$ cat src/rtl/sync_fifo_param.sv
// sync_fifo_param: single-clock FIFO with standard or first-word-fall-through read,
// live fill count, programmable almost levels, synchronous flush and sticky error flags.
module sync_fifo_param #(
    parameter int DATA_W = 8,
    parameter int ADDR_W = 4,
    parameter bit FWFT   = 1'b0
) (
    input  logic              i_clk,
    input  logic              i_reset_n,
    input  logic              i_wr,
    input  logic [DATA_W-1:0] i_data,
    input  logic              i_rd,
    input  logic              i_flush,
    input  logic              i_clr_err,
    input  logic [ADDR_W:0]   i_afull_lvl,
    input  logic [ADDR_W:0]   i_aempty_lvl,
    output logic [DATA_W-1:0] o_data,
    output logic [ADDR_W:0]   o_count,
    output logic              o_full,
    output logic              o_empty,
    output logic              o_almost_full,
    output logic              o_almost_empty,
    output logic              o_overflow,
    output logic              o_underflow
);
    localparam int DEPTH = 1 << ADDR_W;

    logic [DATA_W-1:0] mem [DEPTH];
    logic [ADDR_W:0]   wrptr, rdptr;
    logic              rd_acc, wr_acc;

    // the extra pointer bit distinguishes a full ring from an empty one
    assign o_count        = wrptr - rdptr;
    assign o_empty        = wrptr == rdptr;
    assign o_full         = (wrptr[ADDR_W-1:0] == rdptr[ADDR_W-1:0]) && (wrptr[ADDR_W] != rdptr[ADDR_W]);
    assign o_almost_full  = o_count >= i_afull_lvl;
    assign o_almost_empty = o_count <= i_aempty_lvl;
    assign rd_acc         = i_rd & ~o_empty & ~i_flush;
    assign wr_acc         = i_wr & ~i_flush & (~o_full | rd_acc);

    always_ff @(posedge i_clk or negedge i_reset_n) begin
        if (!i_reset_n) begin
            wrptr       <= '0;
            rdptr       <= '0;
            o_overflow  <= 1'b0;
            o_underflow <= 1'b0;
        end else begin
            wrptr       <= i_flush ? '0 : wrptr + (ADDR_W+1)'(wr_acc);
            rdptr       <= i_flush ? '0 : rdptr + (ADDR_W+1)'(rd_acc);
            o_overflow  <= (i_wr & ~i_flush & ~wr_acc) | (o_overflow & ~i_clr_err);
            o_underflow <= (i_rd & ~i_flush & ~rd_acc) | (o_underflow & ~i_clr_err);
        end
    end

    always_ff @(posedge i_clk) begin
        if (wr_acc) mem[wrptr[ADDR_W-1:0]] <= i_data;
    end

    generate
        if (FWFT) begin : g_fwft
            assign o_data = mem[rdptr[ADDR_W-1:0]];
        end else begin : g_std
            always_ff @(posedge i_clk or negedge i_reset_n) begin
                if (!i_reset_n) o_data <= '0;
                else if (rd_acc) o_data <= mem[rdptr[ADDR_W-1:0]];
            end
        end
    endgenerate
endmodule
$ cat config.mk
export PLATFORM = sky130hd
export DESIGN_NAME = sync_fifo_param
export DESIGN_NICKNAME = d
export VERILOG_FILES = /design/src/rtl/sync_fifo_param.sv
export SDC_FILE = /design/constraint.sdc
export NUM_CORES = 1
export LEC_CHECK = 0
export ABC_AREA = 1
export CELL_PAD_IN_SITES_DETAIL_PLACEMENT = 1
export CELL_PAD_IN_SITES_GLOBAL_PLACEMENT = 1
export CORE_MARGIN = 2
export CORE_UTILIZATION = 35
export CTS_BUF_LIST = sky130_fd_sc_hd__clkbuf_8 sky130_fd_sc_hd__clkbuf_16
export DETAILED_ROUTE_END_ITERATION = 12
export PLACE_DENSITY = 0.64
export REMOVE_ABC_BUFFERS = 1
export SLEW_MARGIN = 20
export SYNTH_ARGS = -nofsm -noshare
export SYNTH_HDL_FRONTEND = slang
export SYNTH_SLANG_ARGS = --single-unit
$ cat constraint.sdc
create_clock -name i_clk -period 6.24 [get_ports i_clk]
set_clock_uncertainty 0.1 [all_clocks]
set_input_delay 1.248 -clock i_clk [delete_from_list [all_inputs] [get_ports i_clk]]
set_output_delay 1.248 -clock i_clk [all_outputs]
set_load 0.02 [all_outputs]
# After elaboration in Yosys (flattened, before gate mapping)

Memory sizes are Yosys's and may differ from the RTL's. A register that Yosys moved wholly into a read port is not among the register bits.
Index checks and enable logic that the tools add are counted.

Flip-flop bits (word level): 12
Latch bits: 0
RAM bits: 128
Memory bits (read-only): 0
Bits of input ports: 24
Memories kept: 1

Add/subtract/negate cells: 3
$mul: 0
Div/mod/pow operators: 0
Order comparisons: 2
Eq/ne operators: 3
Shift-type cells: 0
Muxes and demuxes: 4
Bitwise operators: 18
Reduce and logical (&&, ||, !) cells: 2

Memory list:

| memory | words | bits a word | read ports | clocked after Yosys merged registers in | write ports | line | text |
|---|---|---|---|---|---|---|---|
| mem    | 16    | 8           | 1          | 1                                       | 1           | 28   | `logic [DATA_W-1:0] mem [DEPTH];` |

Operators with widths:

| cell                                   | number |
|---|---|
| 5-bit by 1-bit adder with 5-bit output | 2 |
| 5-bit two-way mux                      | 2 |
| 1-bit AND                              | 9 |
| 1-bit inverter                         | 6 |
| 5-bit == test                          | 1 |
| 5-bit greater-or-equal comparator      | 1 |
| 5-bit <= comparator                    | 1 |
| 5-bit subtractor                       | 1 |
| 4-bit == test                          | 1 |
| 1-bit OR                               | 3 |
| 1-bit two-way mux                      | 2 |
| 1-bit logical AND                      | 1 |
| 1-bit zero test                        | 1 |
| 1-bit inequality test                  | 1 |

# Longest topological paths before layout

Depth after elaboration: 9
Depth in mapped cells: 16
Mapped depth without buffers: 13

# Worst setup path after synthesis

No wires, ideal clock.

Path kind: register to output
From: register rdptr[3]
To: output port o_almost_full
Arrival time: 2.860 ns
Setup slack: 2.032 ns
Cell stages (with the launch flop): 11
Path buffers: 2
Cells stage by stage: dfrtp_1 -> buf_2 -> inv_1 -> buf_2 -> ha_1 -> a21oi_1 -> nand2_1 -> xor2_1 -> ha_1 -> nand2_1 -> o311ai_0

Word-level cells in the longest chain between the ends: 2

Ends and longest elaborated chain:

| what                              | line | text |
|---|---|---|
| start, declared                   | 29   | `logic [ADDR_W:0] wrptr, rdptr;` |
| start signal, assigned            | 49   | `rdptr <= i_flush ? '0 : rdptr + (ADDR_W+1)'(rd_acc);` |
| 5-bit subtractor                  | 33   | `assign o_count = wrptr - rdptr;` |
| named net o_count[4]              | 18   | `output logic [ADDR_W:0] o_count,` |
| 5-bit greater-or-equal comparator | 36   | `assign o_almost_full = o_count >= i_afull_lvl;` |
| end, declared                     | 21   | `output logic o_almost_full,` |

The timed path passes the listed nets, and every way through them passes these cells.

# Worst setup path in the final report

From: register rdptr[2]
To: output port o_almost_full

Word-level cells in the longest chain between the ends: 2

Ends and longest elaborated chain:

| what                              | line |
|---|---|
| 5-bit subtractor                  | 33 |
| 5-bit greater-or-equal comparator | 36 |

Every way passes these cells.

==> summary.md <==
| Metric | Value |
|---|---|
| Worst path arrival time | `3.75 ns` |
| Worst Hold End | `o_data[2]` |
| Hold path cells | `2` |
| Post-Syn Area per Cell | `9.887 µm²` |
| Final core utilization | `42.22%` |
| CTS Sinks | `148` |
| Worst-Skew Late Latency | `0.42 ns` |
| Die Y | `145.2 µm` |
| Gr busiest metal | `met2` |
| DRC Markers | `0` |
| Synth area leaders | `edfxtp_1, nand2_1, dfrtp_1, nand3_1, inv_1` |
| Row count | `51` |
| DR pass1 iterations | `4` |
| CP Data Required Time | `4.89 ns` |
| Die X-Extent | `145.2 µm` |
| Max Freq | `196.1 MHz` |
| Slew @ Worst Pin | `1.014 ns` |
| Crit path launch type | `register` |
| Share of the synthesized area in the top cell type | `55.06%` |
| Slew HR | `32.17%` |
| RePlAce Congestion | `0.8150` |
| Mapped Cells | `706` |
| Flop2flop setup slack | `3.04 ns` |
| Clock tree buffer depth | `2` |
| Reg clk slew, reported paths | `0.06 ns` |
| First-pass GRT wire length | `28,350 µm` |
| Syn Std Cell Area | `6980 µm²` |
| Setup crit end kind | `primary output` |
| Slew Limit Fails | `0` |
| Vias | `4,887` |
| Period utilization | `81.72%` |
| CTS root buffer | `clkbuf_16` |
| Drt via density | `4.782` |
| Post_cts resized | `0` |
| CTS tree | `built` |
| FF-to-FF End | `mem[14][0]` |
| EDFF count, synth | `128` |
| H-tree depth | `4` |
| Maxcap violations | `0` |
| Largest net degree at the start of global routing | `66` |
| Non-filler instance count after layout | `1,022` |
| Synth Warn # | `0` |
| Post-DRT Antenna Nets | `0` |
| Status | `finished clean` |
| Grt met2 use | `29.12%` |
| Minimum clock period | `5.099 ns` |
| Multi-input logic area | `1979 µm²` |
| Reg-to-reg startpoint | `rdptr[2]` |
| Cell taking the most area after synthesis | `edfxtp_1` |
| Area Growth Syn to Fin | `18.10%` |
| Hold Crit Start | `o_data[2]` |
| Register area share after synthesis | `62.23%` |
| Worst reg2reg path depth | `7` |
| Core Region | `19,530 µm²` |
| Met3 usage | `2.925%` |
| WL final | `18,110 µm` |
| Peak supply drop | `0.1854 mV` |
| HPWL after DPL | `11,780 µm` |
| # diodes | `0` |
| Primary FF master, synth | `edfxtp_1` |
| Vias in the first global route | `5,098` |
| Final Hold Vio Count | `0` |
| #FFs+latches synth | `148` |
| WL/cell | `17.72 µm` |
| Type of the worst min-delay path | `register to register` |
| Crit Path Max Fanout | `17` |
| Initial core utilization | `35.75%` |
| Setup bufs post-CTS | `0` |
| Final setup violation count | `0` |
| Fill cells | `2,207` |
| DR iter-0 viols | `305` |
| Met1 Use GR | `23.32%` |
| Leak Pwr | `3.550 nW` |
| TNS Setup | `0 ns` |
| Buffers added on ports | `42` |
| Post-Place Cells | `990` |
| Hold-fix buffers, CTS | `0` |
| Seq. cell area | `4345 µm²` |
| Design Power | `0.002545 W` |
| Grt ovf | `0` |
| Initial antenna violation count | `0` |
| Share of cells above drive strength 1 | `7.133%` |
| DIE AREA | `21,090 µm²` |
| Post-layout nets | `787` |
| P per Cell Area | `308.7 nW/µm²` |
| Ports | `43` |
| Overall Global Routing Usage | `17.68%` |
| Setup CP Type | `register to primary output` |
| Fraction of registers with async set or reset after synthesis | `13.51%` |
| Number of CTS-inserted buffers | `17` |
| Synth unique cells | `35` |
| RSZ-0062 raised after global routing | `false` |
==> report_power, final <==
group	switching (W)	internal, W	total, W
registers	0.0000205	0.00111	0.00113
logic	0.000173	0.000111	0.000284
clock network	0.000391	0.000742	0.00113
==> worst max path at each step <==
| stage | startpoint | end | slack, ns |
|---|---|---|---|
| floorplan | rdptr[0] | o_almost_full | 1.13 |
| global placement | rdptr[2] | o_almost_full | 1.75 |
| detailed placement | rdptr[2] | o_almost_full | 1.53 |
| CTS | rdptr[2] | o_almost_full | 1.06 |
| global route | rdptr[2] | o_almost_full | 0.94 |
| finish | rdptr[2] | o_almost_full | 1.14 |
==> synth_stat cells (3+ instances only) <==
master,count
edfxtp_1,128
ha_1,18
nand2_1,218
buf_4,7
nor2_2,9
xor2_1,3
a21oi_1,9
inv_2,5
nand3_1,100
inv_1,123
buf_2,17
nor2_1,19
dfrtp_1,20
o21ai_0,5
==> metrics by stage <==
stage	setup WS, ns	hold WS (ns)	area (µm²)
after floorplan	1.127	0.3852	6808
after global placement	1.753	0.3703	7591
after detailed placement	1.534	0.3785	7594
after CTS	1.065	0.3936	8244
after global routing	0.9376	0.4254	8244
final	1.141	0.3924	8244
==> cell type report <==
cell class,instances,area share [%]
Sequential cell,148,52.71
Multi-Input combinational cell,402,24.01
Inverter,129,5.904
Timing Repair Buffer,46,5.464
Clock buffer,17,5.160
Tap cell,265,4.022
Clock inverter,15,2.732
==> placed cells by master (no fill, tap or decap), drive strengths merged <==
cell type	instances
xor2	3
o21bai	1
a31oi	1
clkdlybuf4s50	42
a21oi	9
buf	4
a311oi	1
inv	134
nor3	2
a21o	1
o22ai	3
nor2	30
ha	18
xnor2	1
nand2	220
clkbuf	17
o311ai	1
edfxtp	128
clkinv	4
bufinv	6
dfrtp	20
nand3	101
o21a	1
nor2b	1
nand4	2
fa	1
o21ai	5
==> layer usage <==
| layer | wire length (µm) | vias up |
|---|---|---|
| met4 | 354 | 0 |
| met3 | 481 | 20 |
| met1 | 8357 | 2437 |
| met5 | 0 | - |
| li1 | - | 2350 |
| met2 | 8918 | 80 |
==> logic make-up (layout without fill, tap and decap cells) <==
| group | count (synthesis) | in the layout | share of synthesized area, % |
|---|---|---|---|
| adder cells (fa/ha/maj) | 19 | 19 | 3.513 |
| buffers and inverters | 156 | 207 | 9.410 |
| AO/OA/AOI/OAI | 23 | 23 | 2.026 |
| XOR/XNOR | 4 | 4 | 0.6096 |
| flip-flops | 148 | 148 | 62.23 |
| AND/OR/NAND/NOR | 356 | 356 | 22.21 |
==> state kept, by name (all words and copies together) (netlist names) <==
register / cells
mem: 128
o_data: 8
o_overflow: 1
o_underflow: 1
rdptr: 5
wrptr: 5
==> critical path: stages, from the launching register on <==
cell and delay, ns:
dfrtp_1 0.35, clkinv_1 0.45, ha_1 0.59, a21oi_1 0.19, nand2_1 0.09, xor2_1 0.18, ha_1 0.32, nand2_1 0.08
o311ai_0 0.41, clkdlybuf4s50_1 0.69
Power figures use the tool's default switching activity.
